### config.mk
export PLATFORM = sky130hd
export DESIGN_NAME = pipeline_ctrl
export DESIGN_NICKNAME = d
export VERILOG_FILES = /design/src/rtl/pipeline_ctrl.sv
export SDC_FILE = /design/constraint.sdc
export NUM_CORES = 1
export LEC_CHECK = 0
export CAP_MARGIN = 20
export CORE_ASPECT_RATIO = 1.4
export CORE_MARGIN = 2
export CORE_UTILIZATION = 32
export CTS_BUF_LIST = sky130_fd_sc_hd__clkbuf_4
export CTS_CLUSTER_DIAMETER = 100
export DETAILED_ROUTE_END_ITERATION = 12
export PLACE_DENSITY_LB_ADDON = 0.3
export SLEW_MARGIN = 20
export SYNTH_ARGS = -nofsm -noshare
export SYNTH_HDL_FRONTEND = slang
export SYNTH_SLANG_ARGS = --single-unit
### constraint.sdc
create_clock -name i_clock -period 3.91 [get_ports i_clock]
set_input_delay 1.173 -clock i_clock [delete_from_list [all_inputs] [get_ports i_clock]]
set_output_delay 1.173 -clock i_clock [all_outputs]
set_load 0.01 [all_outputs]
### src/rtl/pipeline_ctrl.sv
// pipeline_ctrl: run/step/halt sequencer with load-use stall, IF/ID flush, halt drain and perf counters (i_ debug/hazard inputs, o_ stage enables, state, counters)
module pipeline_ctrl #(
  parameter int NB_REG_ADDR = 5,
  parameter int NB_OPCODE = 6,
  parameter int NB_CNT = 32,
  parameter int DRAIN_CYCLES = 4,
  parameter logic [NB_OPCODE-1:0] HALT_OPCODE = 6'b111111
) (
  input  logic                   i_clock,
  input  logic                   i_reset,
  input  logic                   i_run,
  input  logic                   i_step,
  input  logic                   i_halt_req,
  input  logic [NB_OPCODE-1:0]   i_opcode_id,
  input  logic [NB_REG_ADDR-1:0] i_rs_id,
  input  logic [NB_REG_ADDR-1:0] i_rt_id,
  input  logic                   i_uses_rt_id,
  input  logic                   i_mem_read_ex,
  input  logic [NB_REG_ADDR-1:0] i_rt_ex,
  input  logic                   i_branch_taken,
  input  logic                   i_jump,
  output logic                   o_valid,
  output logic                   o_pc_en,
  output logic                   o_if_id_en,
  output logic                   o_if_id_flush,
  output logic                   o_id_ex_bubble,
  output logic                   o_halted,
  output logic [2:0]             o_state,
  output logic [NB_CNT-1:0]      o_cycle_count,
  output logic [NB_CNT-1:0]      o_stall_count
);
  localparam int NB_DRN = (DRAIN_CYCLES > 1) ? $clog2(DRAIN_CYCLES) : 1;
  typedef enum logic [2:0] {IDLE = 3'd0, RUN = 3'd1, STEP = 3'd2, DRAIN = 3'd3, DONE = 3'd4} state_t;
  state_t r_state, w_next;
  logic [NB_DRN-1:0] r_drain;
  logic [NB_CNT-1:0] r_cycle, r_stall;
  logic w_load_use, w_halt_id, w_act, w_drain;
  assign w_load_use = i_mem_read_ex & (i_rt_ex != '0) &
                      ((i_rt_ex == i_rs_id) | (i_uses_rt_id & (i_rt_ex == i_rt_id)));
  assign w_halt_id = (i_opcode_id == HALT_OPCODE) & ~w_load_use;
  assign w_act = (r_state == RUN) | (r_state == STEP);
  assign w_drain = r_state == DRAIN;
  always_comb begin
    w_next = r_state;
    case (r_state)
      IDLE:    w_next = i_run ? RUN : i_step ? STEP : IDLE;
      RUN:     w_next = i_halt_req ? IDLE : w_halt_id ? DRAIN : RUN;
      STEP:    w_next = w_halt_id ? DRAIN : IDLE;
      DRAIN:   w_next = (r_drain == '0) ? DONE : DRAIN;
      DONE:    w_next = DONE;
      default: w_next = IDLE;
    endcase
  end
  always_ff @(posedge i_clock) begin
    if (i_reset) begin
      r_state <= IDLE;
      r_drain <= '0;
      r_cycle <= '0;
      r_stall <= '0;
    end else begin
      r_state <= w_next;
      r_drain <= (w_next == DRAIN && !w_drain) ? NB_DRN'(DRAIN_CYCLES - 1) :
                 (w_drain && r_drain != '0) ? r_drain - NB_DRN'(1) : r_drain;
      r_cycle <= o_valid ? r_cycle + NB_CNT'(1) : r_cycle;
      r_stall <= (w_act & w_load_use) ? r_stall + NB_CNT'(1) : r_stall;
    end
  end
  assign o_valid = w_act | w_drain;
  assign o_pc_en = w_act & ~w_load_use;
  assign o_if_id_en = w_act & ~w_load_use;
  assign o_if_id_flush = w_drain | (w_act & ~w_load_use & (i_branch_taken | i_jump));
  assign o_id_ex_bubble = w_drain | (w_act & w_load_use);
  assign o_halted = r_state == DONE;
  assign o_state = r_state;
  assign o_cycle_count = r_cycle;
  assign o_stall_count = r_stall;
endmodule
==> metrics.txt <==
worst r2r src o_state[1]$_SDFF_PP0_; largest net degree at the start of global routing 63; Crit path max-delay family buffers and inverters; FMAX 261 MHz; via/cell ratio 5.07; worst rel slew slack just under 30%; initial core utilization 32.4%; GRT Overall Usage 15.3%; post-synth top area share 36.4%; routed wire length 9.63 mm; HP Class register to register; post-route cell area slightly above 0.005 mm²; P_leak 1.66 nW; Final Hold Fails 0; Final nets 598; maxcap violations 0; worst skew pair latency 0.41 ns; drt initial violations 99; Final Cycle Share 98.0%; htree depth 3; Post-synth EDFFs 0; Crit. End Element output pin; measured slew at the worst slew-check pin 1.06 ns; layout cell share with drive strength beyond 1 12.8%; Async SR Flop Fraction 0%; Req. time, crit path 2.74 ns; site row count 47; post-synthesis sequential area ratio between 30% and 40%; Crit Path Max Fanout 4; CTS tree yes; Clock Root Buffer clkbuf_4; Peak VDD IR 126 µV; GP Congestion about 0.77; Yosys top cell by area dfxtp_1; Synth cell types 49; dpl ws -0.535 ns; crit path from i_rt_ex[2]; ANT cells 0; via count 3632; Critical Path Max Stage Delay between 0.5 and 0.6 ns; Max Buffers Root-to-Sink 2; antenna-violating nets left 0; PD cells 242 mW/mm²; IO buf count between 100 and 150; detailed-placement wirelength estimate 6.92 mm; crit path kind primary input to output pin; synthesized net count 496; run status finished, final reports clean; Syn Std Cell Area 0.00380 mm²; CORE AREA roughly 0.012 mm²; post-route insts no fill 716; largest cells by area after synthesis dfxtp_1, mux2_2, nor2_1; number of global-route vias before repair 3403; RSZ-0062 raised after global routing false; Post-synth top flop dfxtp_1; global-route wire length before repair 15.8 mm; Mean Syn Cell Area 8.20 µm²; yosys warns 0; Top Ports 103; critical path's slowest cell or4_4; wire per inst approximately 13 µm; cell count after synthesis between 400 and 500; antenna violations before repair 0; Inst Count DP 700; Final min period ~3.8 ns; Synth Register Bits 69; clock transition at the registers of the reported paths 0.11 ns; remaining routing DRC violations 0; Layout Area Growth over Synthesis 34.0%; critical-path cell list dlygate4sd2_1 -> or4_4 -> o21ai_4 -> buf_4 -> inv_1 -> nand3_1 -> o2bb2ai_1 -> buf_2; die height about 130 µm; PnR worst setup slack 0.0800 ns; final setup fails 0; CP Buf/Inv Count 4; total gr overflow 0; total CTS buffers 9; Post-DP Area 0.00500 mm²; skew final 0.0143 ns; Worst EP arrival 2.66 ns; Sink Count 69; crit path launch type primary input; DRT Pass-1 Iters 4; Die Wd 96.1 µm; Slew Viols, Final 0; hold wc startpoint o_cycle_count[31]$_SDFFE_PP0P_; die area 0.0128 mm²
==> where the power goes <==
group,total [mW],switching (mW),leakage [nW],internal (mW)
clock,0.377,0.256,0.0604,0.121
combinational,0.140,0.0694,1.05,0.0708
sequential,0.716,0.00927,0.556,0.707
total,1.23,0.334,1.66,0.899
==> worst paths after layout <==
check / depth (start not counted) / endpoint / slack, ns
max: 8 / o_id_ex_bubble / 0.08
min: 2 / o_cycle_count[31]$_SDFFE_PP0P_ / 0.50
max reg2reg: 5 / o_stall_count[24]$_SDFFE_PP0P_ / 1.38
min reg2reg: 2 / o_cycle_count[31]$_SDFFE_PP0P_ / 0.50
==> stage by stage <==
| stage | setup TNS [ns] | utilization, % | power [mW] | hold WS [ns] |
|---|---|---|---|---|
| finish | 0 | 43.5 | 1.23 | 0.497 |
| global route | 0 | 43.5 | 1.30 | 0.548 |
| CTS | 0 | 43.4 | 1.25 | 0.500 |
| detailed placement | -2.04 | 42.7 | 0.877 | 0.482 |
| global placement | -1.94 | 42.7 | 0.874 | 0.481 |
| floorplan | 0 | - | 0.809 | 0.502 |
==> cells by family (layout without fill, tap and decap cells) <==
kind of cell / after synthesis / count (layout) / share of synthesized area (%)
AND/OR/NAND/NOR: 238 / 238 / 33.9
flip-flops: 69 / 69 / 36.4
AO/OA/AOI/OAI: 49 / 49 / 7.55
buffers and inverters: 43 / 149 / 4.78
XOR/XNOR: 31 / 31 / 7.64
multiplexers: 30 / 30 / 8.80
adder cells (fa/ha/maj): 3 / 3 / 0.989
==> worst min-delay path, stage by stage, from the launching register on <==
cell	delay, ns
dfxtp_1	0.33
o21ai_0	0.07
a21oi_1	0.06
==> placed cells by master, fill, tap and decap left out, types with 2 or more instances in the layout <==
cell type	Yosys	routed
or4_1	6	5
clkinv_2	0	3
o21bai_1	2	2
mux2i_1	3	3
and4_1	3	3
nor3_2	2	3
nor3b_1	3	3
nor4_1	13	13
inv_1	16	16
nand3_1	22	22
xor2_1	5	5
mux2_2	26	26
xnor2_1	25	25
buf_2	1	5
a21oi_1	20	20
and3_1	3	3
nand2_1	28	28
dlygate4sd2_1	0	5
ha_1	3	3
nand3_4	2	2
o31ai_1	2	2
nor2_1	63	63
clkdlybuf4s50_1	0	92
clkbuf_4	0	9
nor3_1	26	25
buf_4	3	16
or3_1	12	12
nand4b_1	2	2
nor2b_1	25	25
clkinv_1	0	2
nor4b_1	3	3
nand4_1	17	17
nand2b_1	4	4
dfxtp_1	69	69
o21ai_0	15	14
==> sequential cells by signal, summed over array words and instances, names as in the netlist <==
signal and count:
o_cycle_count 32, r_drain 2, o_stall_count 32, o_state 3
==> Yosys cell counts (2+ instances only) <==
library cell  number
buf_4              3
xor2_1             5
nor2_1            63
nand2_1           28
a21oi_1           20
o21bai_1           2
inv_1             16
nor2b_1           25
nor3_1            26
nor3_2             2
nor4_1            13
nor3b_1            3
nand3_1           22
mux2_2            26
o31ai_1            2
or3_1             12
ha_1               3
or4_1              6
and3_1             3
nand4b_1           2
nor4b_1            3
mux2i_1            3
and4_1             3
nand3_4            2
clkbuf_1          21
xnor2_1           25
nand2b_1           4
o21ai_0           15
nand4_1           17
dfxtp_1           69
==> layout make-up <==
type                       instances  area (µm²)
fill                            1161        6610
multi-input combinational        351        2260
sequential                        69        1380
timing repair buffer             118        1110
tap                              147         184
clock buffer                       9        67.6
inverter                          16        60.1
clock inverter                     6        31.3
==> per-layer routing <==
layer / wire length (µm) / vias up / track usage (%)
li1: - / 1837 / -
met1: 4070 / 1702 / 18.3
met2: 4980 / 83 / 26.3
met3: 431 / 10 / 3.08
met4: 146 / 0 / 6.11
met5: 0 / - / 0
==> timing repair <==
item,CTS,global route
hold buffers,0,0
pin swaps,3,3
setup buffers,0,1
gates resized for setup,22,4
endpoints found under the setup margin,4,4
No activity file was read; power rests on OpenSTA's default activity.
